`src/rtl/regfile_write_arbiter_if.sv`:
```
// Bus bundle between the two write requesters, the bulk-clear control and the
// register file write port of regfile_write_arbiter.
interface regfile_write_arbiter_if #(
  parameter int ADDR_W = 5,
  parameter int DATA_W = 32
);
  logic              Vld0;
  logic [ADDR_W-1:0] Addr0;
  logic [DATA_W-1:0] Data0;
  logic              Rdy0;
  logic              Vld1;
  logic [ADDR_W-1:0] Addr1;
  logic [DATA_W-1:0] Data1;
  logic              Rdy1;
  logic              Clr_Req;
  logic              Clr_Busy;
  logic              Clr_Done;
  logic [ADDR_W-1:0] W_Addr;
  logic [DATA_W-1:0] W_Data;
  logic              Write_Reg;

  modport master (
    output Vld0, Addr0, Data0, Vld1, Addr1, Data1, Clr_Req,
    input  Rdy0, Rdy1, Clr_Busy, Clr_Done, W_Addr, W_Data, Write_Reg
  );

  modport slave (
    input  Vld0, Addr0, Data0, Vld1, Addr1, Data1, Clr_Req,
    output Rdy0, Rdy1, Clr_Busy, Clr_Done, W_Addr, W_Data, Write_Reg
  );
endinterface

```
`src/rtl/regfile_write_arbiter.sv`:
```
// Round-robin arbiter for the single register file write port, with a
// sequenced bulk clear of registers 1..31 that leaves register 0 untouched.
module regfile_write_arbiter #(
  parameter int ADDR_W = 5,
  parameter int DATA_W = 32
) (
  input  logic                    Clk,
  input  logic                    Reset,
  regfile_write_arbiter_if.slave  bus
);

  typedef enum logic {IDLE, CLEAR} state_t;

  localparam logic [ADDR_W-1:0] FIRST_ADDR = ADDR_W'(1);
  localparam logic [ADDR_W-1:0] LAST_ADDR  = {ADDR_W{1'b1}};

  state_t            state, next_state;
  logic              last_grant;
  logic [ADDR_W-1:0] clr_cnt;
  logic [ADDR_W-1:0] w_addr;
  logic [DATA_W-1:0] w_data;
  logic              write_reg;
  logic              clr_done;
  logic              rdy0, rdy1;

  // last_grant==1 means requester 1 was served last, so requester 0 wins a tie.
  always_comb begin
    next_state = state;
    rdy0       = 1'b0;
    rdy1       = 1'b0;
    case (state)
      IDLE: begin
        if (bus.Clr_Req) begin
          next_state = CLEAR;
        end else begin
          rdy0 = bus.Vld0 & (~bus.Vld1 | last_grant);
          rdy1 = bus.Vld1 & (~bus.Vld0 | ~last_grant);
        end
      end
      CLEAR: begin
        if (clr_cnt == LAST_ADDR) next_state = IDLE;
      end
      default: next_state = IDLE;
    endcase
  end

  always_ff @(posedge Clk) begin
    if (Reset) begin
      state      <= IDLE;
      last_grant <= 1'b1;
      clr_cnt    <= FIRST_ADDR;
      w_addr     <= '0;
      w_data     <= '0;
      write_reg  <= 1'b0;
      clr_done   <= 1'b0;
    end else begin
      state    <= next_state;
      clr_done <= 1'b0;
      if (state == CLEAR) begin
        w_addr    <= clr_cnt;
        w_data    <= '0;
        write_reg <= 1'b1;
        if (clr_cnt == LAST_ADDR) begin
          clr_cnt  <= FIRST_ADDR;
          clr_done <= 1'b1;
        end else begin
          clr_cnt <= clr_cnt + ADDR_W'(1);
        end
      // A grant to address 0 is acknowledged but never reaches the write enable.
      end else if (rdy0) begin
        last_grant <= 1'b0;
        write_reg  <= (bus.Addr0 != '0);
        if (bus.Addr0 != '0) begin
          w_addr <= bus.Addr0;
          w_data <= bus.Data0;
        end
      end else if (rdy1) begin
        last_grant <= 1'b1;
        write_reg  <= (bus.Addr1 != '0);
        if (bus.Addr1 != '0) begin
          w_addr <= bus.Addr1;
          w_data <= bus.Data1;
        end
      end else begin
        write_reg <= 1'b0;
      end
    end
  end

  assign bus.Rdy0      = rdy0;
  assign bus.Rdy1      = rdy1;
  assign bus.Clr_Busy  = (state == CLEAR);
  assign bus.Clr_Done  = clr_done;
  assign bus.W_Addr    = w_addr;
  assign bus.W_Data    = w_data;
  assign bus.Write_Reg = write_reg;

endmodule

```
`src/flat_wrapper.sv`:
```
// flat-port wrapper written by rule: the top's interface ports become plain ports
module regfile_write_arbiter_flat 
#(
  parameter int ADDR_W = 5,
  parameter int DATA_W = 32
)
  (Clk, Reset, bus_Vld0, bus_Addr0, bus_Data0, bus_Vld1, bus_Addr1, bus_Data1, bus_Clr_Req, bus_Rdy0, bus_Rdy1, bus_Clr_Busy, bus_Clr_Done, bus_W_Addr, bus_W_Data, bus_Write_Reg);
  regfile_write_arbiter_if #(.ADDR_W(ADDR_W), .DATA_W(DATA_W)) bus_i ();
  input  logic Clk;
  input  logic Reset;
  input wire logic [$bits(bus_i.Vld0)-1:0] bus_Vld0;
  input wire logic [$bits(bus_i.Addr0)-1:0] bus_Addr0;
  input wire logic [$bits(bus_i.Data0)-1:0] bus_Data0;
  input wire logic [$bits(bus_i.Vld1)-1:0] bus_Vld1;
  input wire logic [$bits(bus_i.Addr1)-1:0] bus_Addr1;
  input wire logic [$bits(bus_i.Data1)-1:0] bus_Data1;
  input wire logic [$bits(bus_i.Clr_Req)-1:0] bus_Clr_Req;
  output wire logic [$bits(bus_i.Rdy0)-1:0] bus_Rdy0;
  output wire logic [$bits(bus_i.Rdy1)-1:0] bus_Rdy1;
  output wire logic [$bits(bus_i.Clr_Busy)-1:0] bus_Clr_Busy;
  output wire logic [$bits(bus_i.Clr_Done)-1:0] bus_Clr_Done;
  output wire logic [$bits(bus_i.W_Addr)-1:0] bus_W_Addr;
  output wire logic [$bits(bus_i.W_Data)-1:0] bus_W_Data;
  output wire logic [$bits(bus_i.Write_Reg)-1:0] bus_Write_Reg;
  assign bus_i.Vld0 = bus_Vld0;
  assign bus_i.Addr0 = bus_Addr0;
  assign bus_i.Data0 = bus_Data0;
  assign bus_i.Vld1 = bus_Vld1;
  assign bus_i.Addr1 = bus_Addr1;
  assign bus_i.Data1 = bus_Data1;
  assign bus_i.Clr_Req = bus_Clr_Req;
  assign bus_Rdy0 = bus_i.Rdy0;
  assign bus_Rdy1 = bus_i.Rdy1;
  assign bus_Clr_Busy = bus_i.Clr_Busy;
  assign bus_Clr_Done = bus_i.Clr_Done;
  assign bus_W_Addr = bus_i.W_Addr;
  assign bus_W_Data = bus_i.W_Data;
  assign bus_Write_Reg = bus_i.Write_Reg;
  regfile_write_arbiter #(.ADDR_W(ADDR_W), .DATA_W(DATA_W)) u_core (.Clk(Clk), .Reset(Reset), .bus(bus_i));
endmodule
```
`config.mk`:
```
export PLATFORM = sky130hd
export DESIGN_NAME = regfile_write_arbiter_flat
export DESIGN_NICKNAME = d
export VERILOG_FILES = /design/src/rtl/regfile_write_arbiter_if.sv /design/src/rtl/regfile_write_arbiter.sv /design/src/flat_wrapper.sv
export SDC_FILE = /design/constraint.sdc
export NUM_CORES = 1
export LEC_CHECK = 0
export BUFFER_PORTS_ARGS = -buffer_cell sky130_fd_sc_hd__buf_2
export CAP_MARGIN = 20
export CORE_ASPECT_RATIO = 1.5
export CORE_MARGIN = 3
export CORE_UTILIZATION = 47
export CTS_CLUSTER_SIZE = 40
export DETAILED_ROUTE_END_ITERATION = 6
export PLACE_DENSITY = 0.85
export SETUP_SLACK_MARGIN = 0.02
export SLEW_MARGIN = 10
export SYNTH_ARGS = -nofsm -noshare
export SYNTH_HDL_FRONTEND = slang
export SYNTH_SLANG_ARGS = --single-unit
```
`constraint.sdc`:
```
create_clock -name Clk -period 3.41 [get_ports Clk]
set_clock_uncertainty 0.15 [all_clocks]
set_input_delay 0.341 -clock Clk [delete_from_list [all_inputs] [get_ports Clk]]
set_output_delay 0.341 -clock Clk [all_outputs]
set_load 0.03 [all_outputs]
```
======== After elaboration in Yosys (flattened, before gate mapping) ========
Cells that the tools add are included.
word-level totals
  flip-flop bits (word level) ............. 46
  latch bits .............................. 0
  bits in writable memories ............... 0
  memory bits (read-only) ................. 0
  bits of input ports ..................... 79
  output and inout bits ................... 42
  logic and storage cells ................. 53
  memories kept ........................... 0
cells by class
  add/sub/neg operators ................... 1
  multipliers ............................. 0
  divide/modulo/power cells ............... 0
  $lt $le $gt $ge ......................... 0
  equal/unequal tests ..................... 3
  shifts and indexed selects .............. 0
  multiplexer cells ....................... 23
  bitwise logic cells ..................... 8
  reductions and logical operators ........ 11
operators by type and width
  kind                                                                     number
  32-bit two-way mux                                                       4
  5-bit two-way mux                                                        6
  1-bit two-way mux                                                        12
  5-bit nonzero test                                                       2
  3-bit AND reduction                                                      2
  3-bit nonzero test                                                       2
  5-bit by 1-bit adder with 5-bit output, second input constant            1
  5-bit == test, second input constant                                     1
  1-bit NOT                                                                4
  2-bit nonzero test                                                       2
  2-bit OR reduction                                                       2
  3-bit by 1-bit inequality test with 1-bit output, second input constant  1
  1-bit AND                                                                2
  2-bit by 1-bit inequality test with 1-bit output, second input constant  1
  1-bit bitwise OR                                                         2
  1-bit case mux with 2 select lines                                       1
  2-bit AND reduction                                                      1

======== Logic depth before layout (Yosys ltp) ========
  word-level depth ........................ 8
  mapped depth ............................ 7

======== Least setup slack after synthesis ========
No wires, ideal clock.
  path kind ............................... reg-to-reg
  start ................................... register u_core.state (netlist: u_core.bus.Clr_Busy)
  end ..................................... register u_core.w_data[10] (netlist: u_core.bus.W_Data[10])
  library setup time ...................... 0.091 ns
  arrival ................................. 1.669 ns
  data required time ...................... 3.169 ns
  slack ................................... 1.501 ns
  stages on the path, launching flop included .. 7
  path buffers ............................ 1
  period minus slack after synthesis ...... 1.909 ns
  path through ............................ dfxtp_1 nor2_1 nand3_2 inv_1 clkbuf_1 nand2_1 a311oi_1
between the ends
  cells in the longest elaborated chain, start to end .. 3
RTL lines
  element                                                                                                  RTL line                     RTL
  start: declaration                                                                                       regfile_write_arbiter.sv:17  state_t state, next_state;
  start signal: assignment                                                                                 regfile_write_arbiter.sv:57  state <= next_state;
  1-bit two-way mux (*)                                                                                    regfile_write_arbiter.sv:31  case (state)
  named net bus_Rdy0                                                                                       flat_wrapper.sv:18           output wire logic [$bits(bus_i.Rdy0)-1:0] bus_Rdy0;
  2-bit by 1-bit inequality test with 1-bit output (no source line) or 2-bit nonzero test (tied branches)  --
  3-bit AND reduction (no source line)                                                                     --
  end signal: assignment                                                                                   regfile_write_arbiter.sv:75  w_data <= bus.Data0;
  end signal: assignment                                                                                   regfile_write_arbiter.sv:82  w_data <= bus.Data1;
  end: declaration                                                                                         regfile_write_arbiter.sv:21  logic [DATA_W-1:0] w_data;
Mark *: on every way through the listed nets, which the timed path passes. The rest lies on a longest branch.
A chain may end at the register's enable or synchronous reset.

======== Worst setup path in the final report ========
  start ................................... register u_core.state (netlist: u_core.bus.Clr_Busy)
  end ..................................... output bus_Rdy0
between the ends
  cells in the longest elaborated chain, start to end .. 1
RTL lines
  element            RTL line
  1-bit two-way mux  regfile_write_arbiter.sv:31
  end: declaration   flat_wrapper.sv:18
Every way passes these cells.

==> metrics.log <==
INFO  metric run_status = complete, no violations
INFO  metric tns = 0 ns
INFO  metric maxCapViolCount = 0
INFO  metric design.portCount = roughly 120
INFO  metric placedCellCount = 404
INFO  metric fmax = 373 MHz
INFO  metric h-tree-depth = 2
INFO  metric drt-vias-per-instance = between 5 and 6
INFO  metric path_clk_slew = about 0.090 ns
INFO  metric number_of_pins_exceeding_their_max_slew_limit_in_the_final_report = 0
INFO  metric final-instance-count-excl-fill = 413
INFO  metric placement.io_buffers = between 100 and 150
INFO  metric grt_use_total = 22.6%
INFO  metric globalRoute.totalOverflow = 0
INFO  metric max_stage_delay = ~0.6 ns
INFO  metric hold_path_end = u_core.bus.W_Data[6]
INFO  metric synth_xor_area_share = 0%
INFO  metric final_net_count = roughly 450
INFO  metric grt_pass1_wl = roughly 9.2 mm
INFO  metric layout_min_cycle_time = between 2 and 3 ns
INFO  metric critical_path.startpoint_type = flop
INFO  metric r2r-start = u_core.bus.Clr_Busy
INFO  metric area_delta_synth_final = 35.7%
INFO  metric max_slew_margin = 46.5%
INFO  metric grt_antenna_before_repair = 0
INFO  metric reg2reg_end = u_core.bus.W_Data[4]
INFO  metric worst_hold_path_type = in -> reg
INFO  metric finalInstanceArea = 2820 µm²
INFO  metric critical_path.endpoint_type = output port
INFO  metric critPathKind = reg -> out
INFO  metric placementRows = 29
INFO  metric setup_viol = 0
INFO  metric main_combinational_cell_family_by_area_after_synthesis = simple AND/OR/NAND/NOR gates
INFO  metric layout_common_cells = sky130_fd_sc_hd__buf_2 (120), sky130_fd_sc_hd__nand2_1 (70), sky130_fd_sc_hd__dfxtp_1 (46)
INFO  metric yosys-mux-area-fraction = less than 1%
INFO  metric yosys_warnings = 0
INFO  metric cts-hold-fix-buffers = 0
INFO  metric reg2reg_depth = 6
INFO  metric drt-met1-wl = 2.28 mm
INFO  metric tritoncts = built
INFO  metric drtAntennaViolNets = 0
INFO  metric cp.arrival = ~2.2 ns
INFO  metric layout.cells.most_common = sky130_fd_sc_hd__buf_2
INFO  metric worst_slew_pin_slew = 0.803 ns
INFO  metric drc = 0
INFO  metric vias_in_the_first_global_route = approximately 2100
INFO  metric rsz0062_at_grt = false
INFO  metric tritoncts.num_buffers = 5
INFO  metric holdCritStartpoint = bus_Data0[6]
INFO  metric synthesis.instances = around 250
INFO  metric clock_tree.root_cell = sky130_fd_sc_hd__clkbuf_8
INFO  metric max-clock-path-buffers = 2
INFO  metric routedWlPerCell = between 10 and 15 µm
INFO  metric yosysTopAreaCellShare = 44.3%
INFO  metric crit_path_max_fanout = 20
INFO  metric die_w = about 60 µm
INFO  metric synth_area_per_cell = roughly 8.2 µm²
INFO  metric core-area = between 4000 and 5000 µm²
INFO  metric wl_met2 = just over 3 mm
INFO  metric worst_path_max_delay_cell = sky130_fd_sc_hd__inv_1
INFO  metric antenna_diode_count = 0
INFO  metric leakagePower = 1.38 nW
INFO  metric post_synth_and_or_nand_nor_area_fraction = a little under a quarter
INFO  metric ys_types = 28
INFO  metric critPathTopFamily = buffers and inverters
INFO  metric postRouteWirelength = about 6 mm
INFO  metric synth.yosys.seq_area_share = roughly 44%
INFO  metric cp_num_buf_inv = 2
INFO  metric post_cts.repair.setup_buffers = 0
INFO  metric top_layer = met4
INFO  metric drive_above_1_share = a little under two fifths
INFO  metric final-hold-violation-count = 0
INFO  metric synth.largest_area_cell = sky130_fd_sc_hd__dfxtp_1
INFO  metric initial_core_util = around half
INFO  metric firstDrtPassIters = 4
INFO  metric power_density = between 500 and 600 nW/µm²
INFO  metric synth-compound-area-share = between 20% and 30%
INFO  metric syn_nets = around 340
INFO  metric insertion_delay = 0.29 ns
INFO  metric die_height = a little under 90 µm
INFO  metric drt_iter0_markers = 165
INFO  metric gp_congestion = 0.912
INFO  metric floorplan.die_area = 5280 µm²
INFO  metric post_cts_resize_count = 0
INFO  metric grt_start_max_net_pins = 35
INFO  metric syn-cell-area = 2080 µm²
INFO  metric hold_path_stages = 3
INFO  metric met3_wl_post_dr = between 500 and 600 µm
INFO  metric dp_hpwl = approximately 4.5 mm
INFO  metric rrSetupSlack = ~0.86 ns
INFO  metric area_share_of_fa_ha_maj_cells_after_synthesis = roughly 1.2%
INFO  metric cts_sinks = 46
INFO  metric synth.area.top_cells = sky130_fd_sc_hd__dfxtp_1 (44%), sky130_fd_sc_hd__a311oi_1 (16%), sky130_fd_sc_hd__nand2_1 (13%)
INFO  metric cp_cell_sequence = nor2_1 > nand3_2 > inv_1 > buf_2
INFO  metric ys_seq_elements = 46
INFO  metric final.period_utilization = between 70% and 80%
INFO  metric ir_worst_vdd = 0.498 mV
INFO  metric num_vias = 2309
INFO  metric detailed_place.area = about 2700 µm²
INFO  metric crit_required = just under 3 ns
[cells in the mapped netlist (all sizes together)]
cell and count:
nor2 38, nand2b 2, and3 3, or4 2, clkbuf 12, mux2i 1
o21ai 3, a21oi 9, nand2 70, ha 2, dfxtp 46, nand3b 1
o211ai 1, nor3b 1, buf 8, nand3 1, a311oi 37, a21bo 1
inv 5, a31oi 2, o221ai 1, or3 1, o22ai 1, nand4 1
a222oi 5
[kinds of logic after synthesis]
group	Yosys count
AOI/OAI and AO/OA	60
adders and majority gates	2
buffers and inverters	25
DFF	46
muxes	1
and+or+nand+nor	120
[how the worst max path moves through the flow]
stage | slack (ns) | cells past startpoint | start | endpoint
after floorplan | 1.50 | 6 | u_core.bus.Clr_Busy | u_core.bus.W_Data[10]
after global placement | 1.00 | 6 | u_core.bus.Clr_Busy | u_core.bus.W_Data[9]
after detailed placement | 0.89 | 6 | u_core.bus.Clr_Busy | u_core.bus.W_Data[28]
after CTS | 0.74 | 4 | u_core.bus.Clr_Busy | bus_Rdy0
after global routing | 0.55 | 4 | u_core.bus.Clr_Busy | bus_Rdy0
final | 0.73 | 4 | u_core.bus.Clr_Busy | bus_Rdy0
[per-layer routing]
layer / GRT usage (%) / vias to the layer above
li1: - / 1137
met4: 8.27 / 0
met2: 40.2 / 109
met1: 26.0 / 1057
met3: 4.01 / 6
met5: 0 / -
[worst reg2reg max path: cells and delay by family (launching register included)]
| family | cells | cell delay [ns] |
|---|---|---|
| AO/OA/AOI/OAI | 1 | 0.28 |
| AND/OR/NAND/NOR | 3 | 0.61 |
| buffers and inverters | 2 | 0.96 |
| flip-flops | 1 | 0.45 |
[report_power, final]
part | switching [mW] | internal, mW
clock network | 0.180 | 0.313
logic | 0.215 | 0.122
registers | 0.0270 | 0.580
total | 0.422 | 1.01
[metrics by stage]
step	hold WS (ns)	setup slack [ns]	util (%)	power (mW)
after floorplan	0.315	1.50	-	0.841
after global placement	0.333	1.00	62.5	0.943
after detailed placement	0.337	0.893	62.5	0.950
after CTS	0.142	0.741	65.8	1.44
after global routing	0.142	0.550	66.5	1.50
final	0.150	0.727	66.5	1.44
[state kept, by name (all words and copies together) (netlist names)]
name                  count
u_core.last_grant         1
u_core.bus.W_Addr         5
u_core.clr_cnt            5
u_core.bus.W_Data        32
u_core.bus.Clr_Busy       1
u_core.bus.Clr_Done       1
u_core.bus.Write_Reg      1
[layout make-up]
cell class	instances	area (µm²)
Clock buffer	6	82.6
Sequential cell	46	921
Clock inverter	2	60.1
Multi-Input combinational cell	183	1020
Fill cell	374	1420
Inverter	5	18.8
Timing Repair Buffer	125	658
Tap cell	46	57.6
Power figures use the tool's default switching activity.
